**src/rtl/pc_seq_pkg.sv**
```systemverilog
// Shared types and constants for the PC sequencer.
// PC_MISALIGN_TRAP_EN adds the TRAP state.
package pc_seq_pkg;

  localparam int unsigned PC_W = 8;
  localparam logic [PC_W-1:0] RESET_PC_DEFAULT = 8'h00;

  typedef enum logic [1:0] {
    StIdle,
    StRun,
    StFlush
`ifdef PC_MISALIGN_TRAP_EN
    , StTrap
`endif
  } pc_state_e;

endpackage

```
**src/rtl/pc_seq_ctrl_if.sv**
```systemverilog
// Decode-side control and fetch/decode address bundle for pc_seq_ctrl.
// PC_MISALIGN_TRAP_EN adds trap_ack/trap.
interface pc_seq_ctrl_if;
  import pc_seq_pkg::*;

  logic            stall;
  logic            branch;
  logic            jal;
  logic            jalr;
  logic            br_taken;
  logic [PC_W-1:0] branoff;
  logic [PC_W-1:0] pc;
  logic [PC_W-1:0] pc_d;
  logic            valid_d;
  logic            flush;
`ifdef PC_MISALIGN_TRAP_EN
  logic            trap_ack;
  logic            trap;
`endif

  modport master (
    output stall, branch, jal, jalr, br_taken, branoff,
    input  pc, pc_d, valid_d, flush
`ifdef PC_MISALIGN_TRAP_EN
    , output trap_ack
    , input  trap
`endif
  );

  modport slave (
    input  stall, branch, jal, jalr, br_taken, branoff,
    output pc, pc_d, valid_d, flush
`ifdef PC_MISALIGN_TRAP_EN
    , input  trap_ack
    , output trap
`endif
  );

endinterface

```
**src/rtl/pc_target_gen.sv**
```systemverilog
// Redirect target: jal/branch are pc_d-relative, jalr is absolute with bit 0 cleared.
// Without PC_MISALIGN_TRAP_EN the target is silently word-aligned.
module pc_target_gen
  import pc_seq_pkg::*;
(
  input  logic            jal_i,
  input  logic            jalr_i,
  input  logic [PC_W-1:0] pc_d_i,
  input  logic [PC_W-1:0] branoff_i,
  output logic [PC_W-1:0] target_o
);

  logic [PC_W-1:0] raw;

  always_comb begin
    // jal outranks jalr; plain branches share the relative adder with jal
    if (jalr_i && !jal_i) begin
      raw = {branoff_i[PC_W-1:1], 1'b0};
    end else begin
      raw = pc_d_i + branoff_i;
    end
`ifdef PC_MISALIGN_TRAP_EN
    target_o = raw;
`else
    target_o = raw & ~PC_W'(3);
`endif
  end

endmodule

```
**src/rtl/pc_seq_ctrl.sv**
```systemverilog
// Fetch PC sequencer: sequential fetch, stall hold, one-cycle flush on taken redirects.
// PC_MISALIGN_TRAP_EN enables trapping on targets with bit 1 set.
module pc_seq_ctrl
  import pc_seq_pkg::*;
#(
  parameter logic [PC_W-1:0] RESET_PC = RESET_PC_DEFAULT
) (
  input logic          clk,
  input logic          rst,
  pc_seq_ctrl_if.slave bus
);

  pc_state_e       state_q, state_d;
  logic [PC_W-1:0] pc_q, pc_d;
  logic [PC_W-1:0] dec_pc_q, dec_pc_d;
  logic            dec_vld_q, dec_vld_d;
  logic            flush_q, flush_d;
  logic [PC_W-1:0] target;
  logic            redirect;
`ifdef PC_MISALIGN_TRAP_EN
  logic            trap_q, trap_d;
`endif

  pc_target_gen u_target_gen (
    .jal_i    (bus.jal),
    .jalr_i   (bus.jalr),
    .pc_d_i   (dec_pc_q),
    .branoff_i(bus.branoff),
    .target_o (target)
  );

  assign redirect = (state_q == StRun) && dec_vld_q && !bus.stall &&
                    (bus.jal || bus.jalr || (bus.branch && bus.br_taken));

  always_comb begin
    state_d   = state_q;
    pc_d      = pc_q;
    dec_pc_d  = dec_pc_q;
    dec_vld_d = dec_vld_q;
    flush_d   = 1'b0;
`ifdef PC_MISALIGN_TRAP_EN
    trap_d    = trap_q;
`endif
    unique case (state_q)
      StIdle, StFlush: begin
        if (!bus.stall) begin
          pc_d      = pc_q + PC_W'(4);
          dec_pc_d  = pc_q;
          dec_vld_d = 1'b1;
          state_d   = StRun;
        end
      end
      StRun: begin
        if (redirect) begin
          pc_d      = target;
          dec_vld_d = 1'b0;
          flush_d   = 1'b1;
          state_d   = StFlush;
`ifdef PC_MISALIGN_TRAP_EN
          if (target[1]) begin
            pc_d    = pc_q;
            trap_d  = 1'b1;
            state_d = StTrap;
          end
`endif
        end else if (!bus.stall) begin
          pc_d      = pc_q + PC_W'(4);
          dec_pc_d  = pc_q;
          dec_vld_d = 1'b1;
        end
      end
`ifdef PC_MISALIGN_TRAP_EN
      StTrap: begin
        if (bus.trap_ack) begin
          pc_d    = RESET_PC;
          trap_d  = 1'b0;
          state_d = StIdle;
        end
      end
`endif
      default: state_d = StIdle;
    endcase
  end

  always_ff @(posedge clk) begin
    if (rst) begin
      state_q   <= StIdle;
      pc_q      <= RESET_PC;
      dec_pc_q  <= RESET_PC;
      dec_vld_q <= 1'b0;
      flush_q   <= 1'b0;
`ifdef PC_MISALIGN_TRAP_EN
      trap_q    <= 1'b0;
`endif
    end else begin
      state_q   <= state_d;
      pc_q      <= pc_d;
      dec_pc_q  <= dec_pc_d;
      dec_vld_q <= dec_vld_d;
      flush_q   <= flush_d;
`ifdef PC_MISALIGN_TRAP_EN
      trap_q    <= trap_d;
`endif
    end
  end

  assign bus.pc      = pc_q;
  assign bus.pc_d    = dec_pc_q;
  assign bus.valid_d = dec_vld_q;
  assign bus.flush   = flush_q;
`ifdef PC_MISALIGN_TRAP_EN
  assign bus.trap    = trap_q;
`endif

endmodule
```
**src/flat_wrapper.sv**
```systemverilog
// flat-port wrapper written by rule: the top's interface ports become plain ports
module pc_seq_ctrl_flat import pc_seq_pkg::*;
#(
  parameter logic [PC_W-1:0] RESET_PC = RESET_PC_DEFAULT
)
  (clk, rst, bus_stall, bus_branch, bus_jal, bus_jalr, bus_br_taken, bus_branoff, bus_pc, bus_pc_d, bus_valid_d, bus_flush);
  pc_seq_ctrl_if bus_i ();
  input logic clk;
  input logic rst;
  input wire logic [$bits(bus_i.stall)-1:0] bus_stall;
  input wire logic [$bits(bus_i.branch)-1:0] bus_branch;
  input wire logic [$bits(bus_i.jal)-1:0] bus_jal;
  input wire logic [$bits(bus_i.jalr)-1:0] bus_jalr;
  input wire logic [$bits(bus_i.br_taken)-1:0] bus_br_taken;
  input wire logic [$bits(bus_i.branoff)-1:0] bus_branoff;
  output wire logic [$bits(bus_i.pc)-1:0] bus_pc;
  output wire logic [$bits(bus_i.pc_d)-1:0] bus_pc_d;
  output wire logic [$bits(bus_i.valid_d)-1:0] bus_valid_d;
  output wire logic [$bits(bus_i.flush)-1:0] bus_flush;
  assign bus_i.stall = bus_stall;
  assign bus_i.branch = bus_branch;
  assign bus_i.jal = bus_jal;
  assign bus_i.jalr = bus_jalr;
  assign bus_i.br_taken = bus_br_taken;
  assign bus_i.branoff = bus_branoff;
  assign bus_pc = bus_i.pc;
  assign bus_pc_d = bus_i.pc_d;
  assign bus_valid_d = bus_i.valid_d;
  assign bus_flush = bus_i.flush;
  pc_seq_ctrl #(.RESET_PC(RESET_PC)) u_core (.clk(clk), .rst(rst), .bus(bus_i));
endmodule
```
**config.mk**
```make
export PLATFORM = sky130hd
export DESIGN_NAME = pc_seq_ctrl_flat
export DESIGN_NICKNAME = d
export VERILOG_FILES = /design/src/rtl/pc_seq_pkg.sv /design/src/rtl/pc_seq_ctrl_if.sv /design/src/rtl/pc_target_gen.sv /design/src/rtl/pc_seq_ctrl.sv /design/src/flat_wrapper.sv
export SDC_FILE = /design/constraint.sdc
export NUM_CORES = 1
export LEC_CHECK = 0
export BUFFER_PORTS_ARGS = -buffer_cell sky130_fd_sc_hd__buf_2
export CAP_MARGIN = 10
export CORE_ASPECT_RATIO = 0.8
export CORE_MARGIN = 2
export CORE_UTILIZATION = 39
export CTS_CLUSTER_SIZE = 24
export DETAILED_ROUTE_END_ITERATION = 8
export SLEW_MARGIN = 30
export SYNTH_ARGS = -nofsm -noshare
export SYNTH_HDL_FRONTEND = slang
export SYNTH_SLANG_ARGS = --single-unit
export TNS_END_PERCENT = 20
```
**constraint.sdc**
```tcl
create_clock -name clk -period 2.75 [get_ports clk]
set_clock_uncertainty 0.05 [all_clocks]
set_input_delay 0.1375 -clock clk [delete_from_list [all_inputs] [get_ports clk]]
set_output_delay 0.1375 -clock clk [all_outputs]
set_load 0.03 [all_outputs]
```
==> metrics.yaml <==
min_path:
  hp-class: "primary input to flip-flop"
synthesis:
  yosysTopAreaCellShare: 0.3204
  syn_area_sq_um: 999.7
  syn_avg_cell_area_sq_um: 7.934
  synth_seq_cells: 16
  synth_flop_cell: "dfxtp_1"
  ys_async_sr_fraction: 0
  yosysWarnings: 0
  ys_top_cells_by_area: "dfxtp_1 32%, ha_1 7.5%, a21oi_1 6.5%, nand2_1 5.3%, nor2_1 4.5%"
  synthCells: 126
  synth_top_cell_by_area: "dfxtp_1"
  ys_seq_area_frac: 0.3204
  ys_types: 37
  yosysMostFrequentCell: "dfxtp_1"
  ys_top_cells_by_count: "16 x dfxtp_1, 14 x nand2_1, 13 x a21oi_1"
  synth_edf_count: 0
setup_path:
  crit_type: "flip-flop to flip-flop"
  cp.required_ps: 2890
  start_kind: "flip-flop"
  critPathSlowestCell: "or3_1"
  critPathCaptureType: "flip-flop"
  arrival_ps: 2160
  critPathMaxStageDelay_ps: 370
  worst-path-max-fanout: 5
  critical_path.cell_chain: "ha_1 -> and2_4 -> a221oi_2 -> a211oi_1 -> or3_1 -> a311oi_1"
cts:
  cts_resized: 0
  cts-buffers-inserted: 3
  hold_buffers: 0
  clockBufferDepth: 2
  post-cts-setup-buffers: 0
  cts_root_buffer: "clkbuf_4"
  clock-sinks: 16
  cts_tree: "done"
  clk_latency_ps: 290
  htreeDepth: 1
  clkTransAtPathRegs_ps: 100
timing:
  slew_headroom: 0.5231
  clock.fmax_mhz: 493.2
  finalCritPeriodShare: 0.7373
  rsz0062_at_grt: "no"
  finalSetupTns_ps: 0
  drv_slew: 0
  setup_viol: 0
  hold_violations: 0
  tightest_slew_ps: 712.7
  min_period_ps: 2027
detailed_routing:
  dr.pass1.iters: 4
  ant_nets: 0
  drtIter0Drc: 28
  wirelength_um: 2468
  vias: 955
  wl_per_cell_um: 13.34
  drc_errors: 0
  via_per_inst: 5.162
run:
  cap_violations: 0
cells_and_area:
  drive_gt1_frac: 0.2148
  final_util: 0.4749
  nNetsFinal: 172
  finalInstanceArea_sq_um: 1160
  antenna-diode-count: 0
  area.growth.synth_to_final_pct: 16.02
  instances_no_fill: 185
grt:
  grt_use_total: 0.1786
  grt_max_degree: 17
  grt-ovfl-total: 0
  grt_pass1_wl_um: 4002
  grt_pass1_vias: 840
  antenna_found_initial: 0
die:
  die_x_um: 60.61
  dieArea_sq_um: 2987
  io_pins: 33
  die_h_um: 49.29
  num_rows: 16
  coreArea_sq_um: 2442
  initial_core_util: 0.4093
status:
  status: "completed"
placed_design:
  gp_congestion: 0.8017
  place_area_sq_um: 1137
  dpl.hpwl_um: 1800
  portBuffers: 26
  dp_cells: 182
power:
  p_per_area_nw_per_um2: 418.1
  p_leak_nw: 0.4998
  ir_drop_uv: 375.7
-- final cells by class --
| type | instances | area, sq um |
|---|---|---|
| clock buffers | 3 | 22.52 |
| fillers | 271 | 1282 |
| inverters | 2 | 7.507 |
| multi-input cells | 101 | 626.9 |
| flip-flops and latches | 16 | 320.3 |
| well taps | 36 | 45.04 |
| repair buffers | 27 | 137.6 |
-- state kept, by name, summed over array words and instances, names as in the netlist --
register            count
u_core.bus.pc           6
u_core.bus.valid_d      1
u_core.bus.flush        1
u_core.state_q          2
u_core.bus.pc_d         6
-- report_power, final --
group	internal (mW)	switching [mW]	total, mW	leakage, nW
registers	0.242	0.0116	0.253	0.130
logic	0.0390	0.0687	0.108	0.356
clock network	0.0508	0.0730	0.124	0.0138
total	0.332	0.153	0.485	0.500
-- per-stage QoR --
stage | total power, mW | hold WS [ps] | setup slack [ps]
3_5_place_dp | 0.3660 | 400.4 | 766.1
5_1_grt | 0.5175 | 100.9 | 567.8
3_3_place_gp | 0.3641 | 394.3 | 793.1
4_1_cts | 0.4927 | 94.91 | 716.8
6_report | 0.4849 | 100.1 | 722.5
2_1_floorplan | 0.3388 | 281.2 | 707.8
-- cell families after synthesis --
kind of cell               synth area share
muxes                               0.01001
and+or+nand+nor                      0.2616
buffers and inverters               0.06383
adders and majority gates           0.07509
DFF                                  0.3204
xor gates and xnor gates            0.04380
AOI/OAI and AO/OA                    0.2215
other                              0.003751
-- cell usage in the layout, fill, tap and decap left out, types with 2 or more instances in the layout --
cell type  instances
dfxtp_1           16
buf_2             26
nand2_1           14
conb_1             4
nand4_1            2
nand2b_1           2
a21oi_1           13
nand3_1            8
inv_1              2
nor2b_1            3
a311oi_1           2
a211oi_1           4
clkbuf_4           3
o211ai_1           2
xnor2_1            5
o21ai_0            7
nor3b_1            2
ha_1               6
nor2_1            12
-- worst max-delay path, delay by kind of cell, from the launching register on --
kind | cells | cell delay [ps]
AO/OA/AOI/OAI | 3 | 640
AND/OR/NAND/NOR | 2 | 540
flip-flops | 1 | 330
adder cells (fa/ha/maj) | 1 | 360
-- final timing paths --
check | endpoint | cells past startpoint | start | slack, ps
worst max-delay path | u_core.bus.pc[7]$_SDFFE_PP0N_ | 6 | u_core.bus.pc_d[6]$_SDFFE_PP0P_ | 720
worst min-delay path | u_core.bus.pc[5]$_SDFFE_PP0N_ | 3 | bus_branoff[5] | 100
worst max register to register | u_core.bus.pc[7]$_SDFFE_PP0N_ | 6 | u_core.bus.pc_d[6]$_SDFFE_PP0P_ | 720
worst min register to register | u_core.bus.pc_d[6]$_SDFFE_PP0P_ | 2 | u_core.bus.pc_d[6]$_SDFFE_PP0P_ | 430
-- per-layer routing --
layer | GRT usage | routed length, um | vias to the layer above
met5 | 0 | 0 | -
met4 | 0.02174 | 15 | 0
met3 | 0.05836 | 135 | 2
met2 | 0.2599 | 1011 | 29
met1 | 0.2625 | 1305 | 432
li1 | - | - | 492
No activity file was read; power rests on OpenSTA's default activity.
